## src/rtl/xor5_parity_sched_if.sv

```systemverilog
// rtl/xor5_parity_sched_if.sv - request/grant/result bundle shared by the parity scheduler and its clients
interface xor5_parity_sched_if #(
    parameter int NUM_REQ = 4,
    parameter int DATA_W  = 20,
    parameter int ID_W    = 2
);
    logic [NUM_REQ-1:0]        req;
    logic [NUM_REQ*DATA_W-1:0] data;
    logic [NUM_REQ-1:0]        gnt;
    logic                      busy;
    logic                      res_valid;
    logic                      res_parity;
    logic [ID_W-1:0]           res_id;
    logic                      res_ready;

    modport master (
        output req, data, res_ready,
        input  gnt, busy, res_valid, res_parity, res_id
    );

    modport slave (
        input  req, data, res_ready,
        output gnt, busy, res_valid, res_parity, res_id
    );
endinterface

```

## src/rtl/xor5_parity_sched.sv

```systemverilog
// rtl/xor5_parity_sched.sv - round-robin sharing of one XOR5 parity datapath; XOR5_PARITY_SCHED_CNT_EN adds done_cnt
module xor5_parity_sched #(
    parameter int NUM_REQ = 4,
    parameter int DATA_W  = 20,
    parameter int ID_W    = 2
) (
    input  logic                 clk,
    input  logic                 rst,
    xor5_parity_sched_if.slave   bus
`ifdef XOR5_PARITY_SCHED_CNT_EN
    ,
    output logic [15:0]          done_cnt
`endif
);
    localparam int CHUNKS = DATA_W / 4;
    localparam int K_W    = (CHUNKS > 1) ? $clog2(CHUNKS) : 1;

    typedef enum logic [1:0] {S_IDLE, S_RUN, S_DONE} state_t;

    state_t              r_state, w_state_nxt;
    logic [ID_W-1:0]     r_ptr, r_res_id, w_win;
    logic                w_found;
    logic [DATA_W-1:0]   r_word;
    logic [K_W-1:0]      r_k;
    logic                r_acc, w_acc_nxt, w_last;
    logic [NUM_REQ-1:0]  r_gnt;
    logic                r_res_valid, r_res_parity;
    logic [3:0]          w_chunk;

    // First set request at or above the pointer, wrapping back to 0.
    always_comb begin
        w_win   = '0;
        w_found = 1'b0;
        for (int i = 0; i < NUM_REQ; i++) begin
            if (!w_found && bus.req[(int'(r_ptr) + i) % NUM_REQ]) begin
                w_win   = ID_W'((int'(r_ptr) + i) % NUM_REQ);
                w_found = 1'b1;
            end
        end
    end

    always_comb begin
        w_chunk   = r_word[{r_k, 2'b00} +: 4];
        w_acc_nxt = r_acc ^ (^w_chunk);
        w_last    = (r_k == K_W'(CHUNKS - 1));
    end

    always_comb begin
        w_state_nxt = r_state;
        case (r_state)
            S_IDLE:  if (w_found)       w_state_nxt = S_RUN;
            S_RUN:   if (w_last)        w_state_nxt = S_DONE;
            S_DONE:  if (bus.res_ready) w_state_nxt = S_IDLE;
            default:                    w_state_nxt = S_IDLE;
        endcase
    end

    always_ff @(posedge clk) begin
        if (rst) begin
            r_state      <= S_IDLE;
            r_ptr        <= '0;
            r_res_id     <= '0;
            r_word       <= '0;
            r_k          <= '0;
            r_acc        <= 1'b0;
            r_gnt        <= '0;
            r_res_valid  <= 1'b0;
            r_res_parity <= 1'b0;
        end else begin
            r_state <= w_state_nxt;
            r_gnt   <= '0;
            case (r_state)
                S_IDLE: begin
                    if (w_found) begin
                        r_gnt    <= NUM_REQ'(1) << w_win;
                        r_word   <= bus.data[int'(w_win)*DATA_W +: DATA_W];
                        r_res_id <= w_win;
                        r_acc    <= 1'b0;
                        r_k      <= '0;
                        r_ptr    <= (int'(w_win) == NUM_REQ - 1) ? '0 : w_win + 1'b1;
                    end
                end
                S_RUN: begin
                    r_acc <= w_acc_nxt;
                    r_k   <= r_k + 1'b1;
                    if (w_last) begin
                        r_res_parity <= w_acc_nxt;
                        r_res_valid  <= 1'b1;
                    end
                end
                S_DONE: begin
                    if (bus.res_ready) r_res_valid <= 1'b0;
                end
                default: ;
            endcase
        end
    end

    assign bus.gnt        = r_gnt;
    assign bus.busy       = (r_state != S_IDLE);
    assign bus.res_valid  = r_res_valid;
    assign bus.res_parity = r_res_parity;
    assign bus.res_id     = r_res_id;

`ifdef XOR5_PARITY_SCHED_CNT_EN
    logic [15:0] r_done_cnt;

    always_ff @(posedge clk) begin
        if (rst) begin
            r_done_cnt <= '0;
        end else if (r_state == S_DONE && bus.res_ready && r_done_cnt != 16'hFFFF) begin
            r_done_cnt <= r_done_cnt + 16'd1;
        end
    end

    assign done_cnt = r_done_cnt;
`endif
endmodule

```

## src/flat_wrapper.sv

```systemverilog
// flat-port wrapper written by rule: the top's interface ports become plain ports
module xor5_parity_sched_flat 
#(
    parameter int NUM_REQ = 4,
    parameter int DATA_W  = 20,
    parameter int ID_W    = 2
)
  (clk, rst, bus_req, bus_data, bus_res_ready, bus_gnt, bus_busy, bus_res_valid, bus_res_parity, bus_res_id);
  xor5_parity_sched_if #(.NUM_REQ(NUM_REQ), .DATA_W(DATA_W), .ID_W(ID_W)) bus_i ();
  input  logic clk;
  input  logic rst;
  input wire logic [$bits(bus_i.req)-1:0] bus_req;
  input wire logic [$bits(bus_i.data)-1:0] bus_data;
  input wire logic [$bits(bus_i.res_ready)-1:0] bus_res_ready;
  output wire logic [$bits(bus_i.gnt)-1:0] bus_gnt;
  output wire logic [$bits(bus_i.busy)-1:0] bus_busy;
  output wire logic [$bits(bus_i.res_valid)-1:0] bus_res_valid;
  output wire logic [$bits(bus_i.res_parity)-1:0] bus_res_parity;
  output wire logic [$bits(bus_i.res_id)-1:0] bus_res_id;
  assign bus_i.req = bus_req;
  assign bus_i.data = bus_data;
  assign bus_i.res_ready = bus_res_ready;
  assign bus_gnt = bus_i.gnt;
  assign bus_busy = bus_i.busy;
  assign bus_res_valid = bus_i.res_valid;
  assign bus_res_parity = bus_i.res_parity;
  assign bus_res_id = bus_i.res_id;
  xor5_parity_sched #(.NUM_REQ(NUM_REQ), .DATA_W(DATA_W), .ID_W(ID_W)) u_core (.clk(clk), .rst(rst), .bus(bus_i));
endmodule
```

## config.mk

```make
export PLATFORM = sky130hd
export DESIGN_NAME = xor5_parity_sched_flat
export DESIGN_NICKNAME = d
export VERILOG_FILES = /design/src/rtl/xor5_parity_sched_if.sv /design/src/rtl/xor5_parity_sched.sv /design/src/flat_wrapper.sv
export SDC_FILE = /design/constraint.sdc
export NUM_CORES = 1
export LEC_CHECK = 0
export ABC_AREA = 1
export CORE_ASPECT_RATIO = 0.5
export CORE_MARGIN = 5
export CORE_UTILIZATION = 31
export DETAILED_ROUTE_END_ITERATION = 10
export MAX_ROUTING_LAYER = met4
export SLEW_MARGIN = 20
export SYNTH_ARGS = -nofsm -noshare
export SYNTH_HDL_FRONTEND = slang
export SYNTH_SLANG_ARGS = --single-unit
```

## constraint.sdc

```tcl
create_clock -name clk -period 4.45 [get_ports clk]
set_input_delay 0.445 -clock clk [delete_from_list [all_inputs] [get_ports clk]]
set_output_delay 0.445 -clock clk [all_outputs]
set_load 0.05 [all_outputs]
```

==> metrics.txt, run 1 <==
# TYPE chip_impl_metric gauge
chip_impl_metric{name="synth_simple_gate_area_share",unit="%"} 48.7
chip_impl_metric{name="synth-seq-area-share",unit="%"} 24.9
chip_impl_metric{name="worst-slew-pin-transition",unit="ps"} 624
chip_impl_metric{name="wl_per_cell",unit="µm"} 12.0
chip_impl_metric{name="timing.critical_path.fanout_max",unit=""} 44
chip_impl_metric{name="fraction_of_layout_cells_with_a_size_suffix_above_1",unit="%"} 4.49
chip_impl_metric{name="synth_async_sr_flop_share",unit="%"} 0
chip_impl_metric{name="post_cts.resized_instances",unit=""} 0
chip_impl_info{name="worstReg2RegEnd",value="u_core.r_word[1]"} 1
chip_impl_info{name="unrepaired_setup_endpoints_after_global_routing",value="false"} 1
chip_impl_metric{name="detailroute.via_count",unit=""} 3308
chip_impl_info{name="worstSetupStartpoint",value="u_core.r_ptr[0]"} 1
chip_impl_metric{name="count_of_clock_tree_sinks",unit=""} 36
chip_impl_metric{name="grt_antenna_before_repair",unit=""} 0
chip_impl_info{name="status",value="complete, no violations"} 1
chip_impl_metric{name="final_hold_viol_count",unit=""} 0
chip_impl_metric{name="floorplan.die.height",unit="µm"} 78.3
chip_impl_metric{name="syn_area",unit="mm²"} 0.00289
chip_impl_metric{name="global_route.overflow_total",unit=""} 0
chip_impl_metric{name="worst-endpoint-required",unit="ps"} 4620
chip_impl_metric{name="synth_adder_area_share",unit="%"} 0.865
chip_impl_metric{name="globalRouteMet1Util",unit="%"} 22.8
chip_impl_info{name="crit-reg2reg-launch",value="u_core.r_ptr[0]"} 1
chip_impl_metric{name="worst-r2r-setup-slack",unit="ps"} 1730
chip_impl_info{name="holdCritPathClass",value="reg2reg"} 1
chip_impl_metric{name="number_of_vias_per_cell",unit=""} 4.61
chip_impl_metric{name="core_area",unit="mm²"} 0.00889
chip_impl_metric{name="cell_pwr_density",unit="mW/mm²"} 689
chip_impl_metric{name="cts_made_buffers",unit=""} 5
chip_impl_info{name="setup.worst_path.end",value="u_core.r_word[1]"} 1
chip_impl_metric{name="count_of_inserted_antenna_diode_cells",unit=""} 0
chip_impl_metric{name="synthesized_area_fraction_occupied_by_xor_and_xnor_cells",unit="%"} 0
chip_impl_info{name="end_kind",value="flip-flop"} 1
chip_impl_metric{name="average_instance_area_after_synthesis",unit="µm²"} 5.54
chip_impl_metric{name="io-pin-count",unit=""} 96
chip_impl_metric{name="place.gp.congestion",unit=""} 0.866
chip_impl_metric{name="maxCapViolations",unit=""} 0
chip_impl_metric{name="syn-instance-count",unit=""} 522
chip_impl_metric{name="grt_first_pass_wirelength",unit="mm"} 14.5
chip_impl_metric{name="cts_buffer_depth",unit=""} 2
chip_impl_metric{name="grtUsageMet2",unit="%"} 22.1
chip_impl_metric{name="yosysWarningCount",unit=""} 0
chip_impl_metric{name="fin_setup_tns",unit="ps"} 0
chip_impl_metric{name="final_max_slew_viol_count",unit=""} 0
chip_impl_metric{name="grt_start_max_net_pins",unit=""} 45
chip_impl_info{name="slowest_stage",value="sky130_fd_sc_hd__dfxtp_1"} 1
chip_impl_metric{name="worst_ep_arrival_time",unit="ps"} 2890
chip_impl_info{name="synth.area.top_cells",value="sky130_fd_sc_hd__dfxtp_1 25%, sky130_fd_sc_hd__nand2_1 21%, sky130_fd_sc_hd__inv_1 14%, sky130_fd_sc_hd__nand3_1 12%, sky130_fd_sc_hd__nand4_1 6.9%"} 1
chip_impl_info{name="start_kind",value="flip-flop"} 1
chip_impl_metric{name="timing.clock.skew",unit="ps"} 3.26
chip_impl_info{name="clock_tree.root_cell",value="sky130_fd_sc_hd__clkbuf_16"} 1
chip_impl_metric{name="filler_cell_count",unit=""} 993
chip_impl_metric{name="synth_fp_nets",unit=""} 611
chip_impl_metric{name="reg2regPathDepth",unit=""} 13
chip_impl_metric{name="finalWirelength",unit="mm"} 8.65
chip_impl_metric{name="yosys-mux-area-fraction",unit="%"} 0
chip_impl_metric{name="worstSkewPairLatency",unit="ps"} 280
chip_impl_metric{name="vdd_ir_drop_max",unit="V"} 0.000314
chip_impl_info{name="critical_path.cell_chain",value="inv_4, nand2_1, nand2_1, nand2_1, nand2_2, nor2_4, nand3_4, nand3_4, inv_2, nand2_1, nand2_1, o21ai_1, nor2_1"} 1
chip_impl_metric{name="clk_transition_reported_paths",unit="ps"} 60
chip_impl_metric{name="drt_iter0_drc",unit=""} 252
chip_impl_metric{name="post_cts_hold_buffer_count",unit=""} 0
chip_impl_metric{name="port-buffer-count",unit=""} 95
chip_impl_info{name="largest_family_of_logic_cells_by_synthesized_area",value="simple AND/OR/NAND/NOR gates"} 1
chip_impl_metric{name="synth-compound-area-share",unit="%"} 5.58
chip_impl_info{name="worstSetupPathType",value="reg2reg"} 1
chip_impl_metric{name="initial_utilization",unit="%"} 32.5
chip_impl_metric{name="ys_ff_latch",unit=""} 36
chip_impl_info{name="synth_most_common_cell",value="sky130_fd_sc_hd__nand2_1"} 1
chip_impl_metric{name="number_of_h_tree_levels",unit=""} 2
chip_impl_info{name="cts_tree",value="yes"} 1
chip_impl_metric{name="static-leakage-power",unit="nW"} 2.13
chip_impl_metric{name="setup_viol_count_final",unit=""} 0
chip_impl_metric{name="fraction_of_post_synthesis_cell_area_in_the_top_cell_type_by_area",unit="%"} 24.9
chip_impl_info{name="postSynth.topFlopCell",value="sky130_fd_sc_hd__dfxtp_1"} 1
chip_impl_metric{name="holdWs",unit="ps"} 458
chip_impl_metric{name="drt_drc_violations_left",unit=""} 0
chip_impl_metric{name="first_global_vias",unit=""} 3080
chip_impl_info{name="synth_top_cells_by_count",value="158 x sky130_fd_sc_hd__nand2_1, 108 x sky130_fd_sc_hd__inv_1, 71 x sky130_fd_sc_hd__nand3_1"} 1
chip_impl_metric{name="max-slew-margin-rel",unit="%"} 58.3
chip_impl_metric{name="grt_use_total",unit="%"} 15.6
chip_impl_metric{name="detailed_placement_hpwl",unit="mm"} 6.87
chip_impl_metric{name="drt.antenna.violating_nets",unit=""} 0
chip_impl_metric{name="std_cell_rows",unit=""} 24
chip_impl_metric{name="die_area",unit="mm²"} 0.0115
chip_impl_metric{name="cts_setup_buffers",unit=""} 0
chip_impl_info{name="synth_largest_area_cell",value="sky130_fd_sc_hd__dfxtp_1"} 1
chip_impl_metric{name="area_delta_synth_final",unit="%"} 39.1
chip_impl_info{name="crit_path_frequent_cell",value="sky130_fd_sc_hd__nand2_1"} 1
chip_impl_metric{name="slowest_delay",unit="ps"} 570
chip_impl_metric{name="achievable-frequency",unit="MHz"} 368
chip_impl_metric{name="post_synth_num_cell_types",unit=""} 27
chip_impl_metric{name="grt_util_met3",unit="%"} 3.16
chip_impl_metric{name="layout_net_count",unit=""} 690
chip_impl_metric{name="synth_enable_flop_cells",unit=""} 0
chip_impl_metric{name="finalCritPeriodShare",unit="%"} 61.1
chip_impl_metric{name="post-route-min-period",unit="ps"} 2720
chip_impl_info{name="busiest_layer",value="met1"} 1
chip_impl_metric{name="die_w",unit="µm"} 147
chip_impl_metric{name="dr.pass1.iters",unit=""} 4
stage by stage:
stage | total power, mW | cell area [µm²] | utilization, % | cells | setup WS, ps
2_1_floorplan | 2.01 | 2890 | - | 522 | 2780
3_3_place_gp | 2.41 | 3870 | 43.6 | 711 | 1500
3_5_place_dp | 2.41 | 3870 | 43.6 | 711 | 1510
4_1_cts | 2.79 | 4030 | 45.3 | 718 | 1720
5_1_grt | 3.07 | 4030 | 45.3 | 718 | 1400
6_report | 2.77 | 4030 | 45.3 | 718 | 1730
sequential cells by signal, indices dropped and copies added, names as in the netlist:
name	flops
u_core.bus.gnt	4
u_core.bus.res_valid	1
u_core.r_ptr	2
u_core.r_word	20
u_core.r_acc	1
u_core.bus.res_id	2
u_core.bus.res_parity	1
u_core.r_k	3
u_core.r_state	2
cells in the final DEF, fill, tap and decap left out, drive strengths merged:
| cell | instances |
|---|---|
| a211oi | 1 |
| a21oi | 21 |
| buf | 4 |
| clkbuf | 7 |
| clkdlybuf4s50 | 95 |
| clkinv | 1 |
| dfxtp | 36 |
| ha | 2 |
| inv | 113 |
| nand2 | 163 |
| nand3 | 74 |
| nand3b | 1 |
| nand4 | 32 |
| nor2 | 39 |
| nor3 | 2 |
| o21ai | 9 |
| or2 | 1 |
layer usage:
layer | routed length, µm | share of wire, %
met2 | 3640 | 42
met3 | 563 | 6.5
met1 | 4380 | 51
met4 | 62 | 0.72
met5 | 0 | 0
worst max-delay path: cells and delay by family (launching register included):
| family | cells | cell delay (ps) |
|---|---|---|
| AO/OA/AOI/OAI | 1 | 110 |
| AND/OR/NAND/NOR | 10 | 1580 |
| buffers and inverters | 2 | 320 |
| flip-flops | 1 | 570 |
area by class of cell:
cell class / count / area [µm²] / share of cell area (%)
Multi-Input combinational cell: 345 / 1590 / 39.6
Tap cell: 117 / 146 / 3.64
Inverter: 114 / 430 / 10.7
Sequential cell: 36 / 721 / 17.9
Timing Repair Buffer: 99 / 981 / 24.4
Clock buffer: 7 / 153 / 3.79
power breakdown:
part	leakage [nW]	internal [mW]	switching [mW]	total, mW
clock	0.0760	0.235	0.130	0.365
sequential	0.297	0.440	0.0779	0.518
combinational	1.76	0.611	1.28	1.89
total	2.13	1.29	1.49	2.77
worst min-delay path by stage:
| stage | start | to | cells past startpoint |
|---|---|---|---|
| final | u_core.bus.res_valid | u_core.bus.res_valid | 2 |
| after global routing | u_core.bus.res_valid | u_core.bus.res_valid | 2 |
| after CTS | u_core.bus.res_valid | u_core.bus.res_valid | 2 |
| after detailed placement | u_core.bus.res_valid | u_core.bus.res_valid | 2 |
| after global placement | u_core.bus.res_valid | u_core.bus.res_valid | 2 |
| after floorplan | u_core.r_acc | u_core.r_acc | 2 |
kinds of logic (layout without fill, tap and decap cells):
kind of cell | count (synthesis) | in the layout
adder cells (fa/ha/maj) | 2 | 2
buffers and inverters | 141 | 220
AO/OA/AOI/OAI | 31 | 31
AND/OR/NAND/NOR | 312 | 312
flip-flops | 36 | 36
No activity file was read; power rests on OpenSTA's default activity.
==> run 2, diff against run 1 <==
==> constraint.sdc (replaced) <==
create_clock -name clk -period 2.8 [get_ports clk]
set_input_delay 0.28 -clock clk [delete_from_list [all_inputs] [get_ports clk]]
set_output_delay 0.28 -clock clk [all_outputs]
set_load 0.05 [all_outputs]
==> run 2 against run 1 <==
Effect of this change:
- clock skew is 0.79 ps higher
- count of clock-buffer cells in the layout stayed put
- critical path depth stayed put
- sequential cell count stayed put
- non-clock buffer count is 3 higher
- first-iteration DRC count is 33% lower
- utilization is 0.23 points higher
- worst setup slack worse by 1200 ps
- final cell count is 0.56% higher
==> metrics.txt, run 2 (synthesized netlist as in run 1, its figures left out) <==
# TYPE chip_impl_metric gauge
chip_impl_info{name="cts_tree",value="yes"} 1
chip_impl_info{name="start_kind",value="flip-flop"} 1
chip_impl_info{name="status",value="complete, no violations"} 1
chip_impl_metric{name="layout_net_count",unit=""} 693
chip_impl_metric{name="floorplan.die.height",unit="µm"} 78.3
chip_impl_info{name="worstSetupPathType",value="reg2reg"} 1
chip_impl_metric{name="globalRouteMet1Util",unit="%"} 22.1
chip_impl_metric{name="fin_setup_tns",unit="ps"} 0
chip_impl_metric{name="final_max_slew_viol_count",unit=""} 0
chip_impl_metric{name="max_ffs_per_register",unit=""} 20
chip_impl_metric{name="std_cell_rows",unit=""} 24
chip_impl_metric{name="grt_antenna_before_repair",unit=""} 0
chip_impl_metric{name="drt.antenna.violating_nets",unit=""} 0
chip_impl_metric{name="count_of_inserted_antenna_diode_cells",unit=""} 0
chip_impl_metric{name="worst_ep_arrival_time",unit="ps"} 2460
chip_impl_metric{name="worst-endpoint-required",unit="ps"} 2970
chip_impl_metric{name="worstSkewPairLatency",unit="ps"} 280
chip_impl_info{name="min_from",value="u_core.bus.res_valid"} 1
chip_impl_metric{name="dr.pass1.iters",unit=""} 4
chip_impl_metric{name="setup_viol_count_final",unit=""} 0
chip_impl_metric{name="detailed_placement_hpwl",unit="mm"} 6.81
chip_impl_metric{name="fraction_of_layout_cells_with_a_size_suffix_above_1",unit="%"} 4.96
chip_impl_metric{name="timing.critical_path.fanout_max",unit=""} 17
chip_impl_metric{name="grt_use_total",unit="%"} 15.3
chip_impl_metric{name="achievable-frequency",unit="MHz"} 436
chip_impl_metric{name="detailroute.via_count",unit=""} 3278
chip_impl_metric{name="filler_cell_count",unit=""} 965
chip_impl_metric{name="grtUsageMet2",unit="%"} 22.5
chip_impl_metric{name="max-slew-margin-rel",unit="%"} 64.9
chip_impl_info{name="worstSetupStartpoint",value="u_core.r_ptr[0]"} 1
chip_impl_info{name="end_kind",value="flip-flop"} 1
chip_impl_metric{name="cell_pwr_density",unit="mW/mm²"} 1090
chip_impl_metric{name="cts_setup_buffers",unit=""} 0
chip_impl_metric{name="cts_made_buffers",unit=""} 5
chip_impl_metric{name="die_w",unit="µm"} 147
chip_impl_info{name="worstHoldEndpoint",value="u_core.bus.res_valid"} 1
chip_impl_metric{name="drt_iter0_drc",unit=""} 170
chip_impl_metric{name="maxCapViolations",unit=""} 0
chip_impl_metric{name="worst-r2r-setup-slack",unit="ps"} 500
chip_impl_info{name="worstReg2RegEnd",value="u_core.r_word[1]"} 1
chip_impl_metric{name="io-pin-count",unit=""} 96
chip_impl_metric{name="area_delta_synth_final",unit="%"} 39.8
chip_impl_metric{name="post-route-min-period",unit="ps"} 2300
chip_impl_metric{name="place.gp.congestion",unit=""} 0.842
chip_impl_metric{name="grt_first_pass_wirelength",unit="mm"} 14.3
chip_impl_metric{name="port-buffer-count",unit=""} 95
chip_impl_metric{name="vdd_ir_drop_max",unit="V"} 0.000544
chip_impl_info{name="crit-reg2reg-launch",value="u_core.r_ptr[0]"} 1
chip_impl_info{name="clock_tree.root_cell",value="sky130_fd_sc_hd__clkbuf_16"} 1
chip_impl_metric{name="core_area",unit="mm²"} 0.00889
chip_impl_metric{name="global_route.overflow_total",unit=""} 0
chip_impl_info{name="most_common_cell_after_layout_fill_and_taps_aside",value="sky130_fd_sc_hd__nand2_1"} 1
chip_impl_metric{name="final-seq-area",unit="µm²"} 721
chip_impl_metric{name="number_of_h_tree_levels",unit=""} 2
chip_impl_metric{name="die_area",unit="mm²"} 0.0115
chip_impl_metric{name="grt_start_max_net_pins",unit=""} 36
chip_impl_metric{name="count_of_clock_tree_sinks",unit=""} 36
chip_impl_metric{name="multiInputGateArea",unit="mm²"} 0.00159
chip_impl_metric{name="drt_drc_violations_left",unit=""} 0
chip_impl_metric{name="worst-slew-pin-transition",unit="ps"} 525
chip_impl_metric{name="initial_utilization",unit="%"} 32.5
chip_impl_metric{name="static-leakage-power",unit="nW"} 2.14
chip_impl_metric{name="cts_buffer_depth",unit=""} 2
chip_impl_info{name="most-common-layout-cells",value="158 x sky130_fd_sc_hd__nand2_1, 108 x sky130_fd_sc_hd__inv_1, 95 x sky130_fd_sc_hd__clkdlybuf4s50_1, 71 x sky130_fd_sc_hd__nand3_1, 38 x sky130_fd_sc_hd__nor2_1"} 1
chip_impl_metric{name="first_global_vias",unit=""} 3032
chip_impl_metric{name="post_cts_hold_buffer_count",unit=""} 0
chip_impl_info{name="holdCritPathClass",value="reg2reg"} 1
chip_impl_info{name="max_flop_register",value="u_core.r_word"} 1
chip_impl_metric{name="number_of_vias_per_cell",unit=""} 4.54
chip_impl_metric{name="wl_per_cell",unit="µm"} 12.0
chip_impl_metric{name="final_hold_viol_count",unit=""} 0
chip_impl_metric{name="finalInstanceArea",unit="mm²"} 0.00405
chip_impl_metric{name="finalCritPeriodShare",unit="%"} 82.0
chip_impl_metric{name="timing.clock.skew",unit="ps"} 4.05
chip_impl_metric{name="holdWs",unit="ps"} 465
chip_impl_metric{name="post_cts.resized_instances",unit=""} 0
chip_impl_metric{name="finalWirelength",unit="mm"} 8.65
chip_impl_info{name="unrepaired_setup_endpoints_after_global_routing",value="false"} 1
chip_impl_metric{name="reg2regPathDepth",unit=""} 13
chip_impl_metric{name="clk_transition_reported_paths",unit="ps"} 60
chip_impl_metric{name="hold_path_depth",unit=""} 2
chip_impl_metric{name="postPlaceCellArea",unit="mm²"} 0.00389
chip_impl_info{name="busiest_layer",value="met2"} 1
chip_impl_metric{name="grt_util_met3",unit="%"} 2.59
==> run 2: where the power goes <==
| group | internal (mW) | total [mW] | switching, mW |
|---|---|---|---|
| Sequential | 0.699 | 0.824 | 0.124 |
| Combinational | 1.00 | 3.02 | 2.02 |
| Clock | 0.354 | 0.563 | 0.209 |
==> run 2: worst max path at each step <==
stage	to	cells after the start	slack [ps]
2_1_floorplan	u_core.r_word[11]	14	1130
3_3_place_gp	u_core.r_word[5]	12	440
3_5_place_dp	u_core.r_word[7]	14	440
4_1_cts	u_core.r_word[1]	13	490
5_1_grt	u_core.r_word[3]	13	250
6_report	u_core.r_word[1]	13	500
==> run 2: cell type report <==
cell class	instances	share of cell area (%)
multi-input combinational	345	39.4
timing repair buffer	102	24.8
sequential	36	17.8
inverter	114	10.6
tap	117	3.62
clock buffer	7	3.53
clock inverter	1	0.186
==> run 2: per-layer routing <==
| layer | share of wire, % | vias to the layer above |
|---|---|---|
| met2 | 41 | 83 |
| li1 | - | 1770 |
| met5 | 0 | - |
| met4 | 0.82 | 0 |
| met3 | 5.1 | 6 |
| met1 | 53 | 1419 |
==> run 2: through the flow <==
step	util (%)	instances	total power, mW	worst slack, ps
6_report	45.5	722	4.41	504
5_1_grt	45.5	722	4.89	250
4_1_cts	45.5	722	4.44	488
3_5_place_dp	43.8	714	3.86	437
3_3_place_gp	43.8	714	3.84	440
2_1_floorplan	-	522	3.20	1130
==> run 2: worst max-delay path: stages (launching register included) <==
cell and delay, ps:
sky130_fd_sc_hd__dfxtp_1 560, sky130_fd_sc_hd__inv_4 130, sky130_fd_sc_hd__nand2_1 80, sky130_fd_sc_hd__nand2_1 90
sky130_fd_sc_hd__nand2_1 110, sky130_fd_sc_hd__nand2_2 70, sky130_fd_sc_hd__nor2_4 130, sky130_fd_sc_hd__nand3_1 90
sky130_fd_sc_hd__nand3_1 80, sky130_fd_sc_hd__nand2_1 90, sky130_fd_sc_hd__inv_2 250, sky130_fd_sc_hd__nand2_1 250
sky130_fd_sc_hd__o21ai_1 200, sky130_fd_sc_hd__nor2_1 60
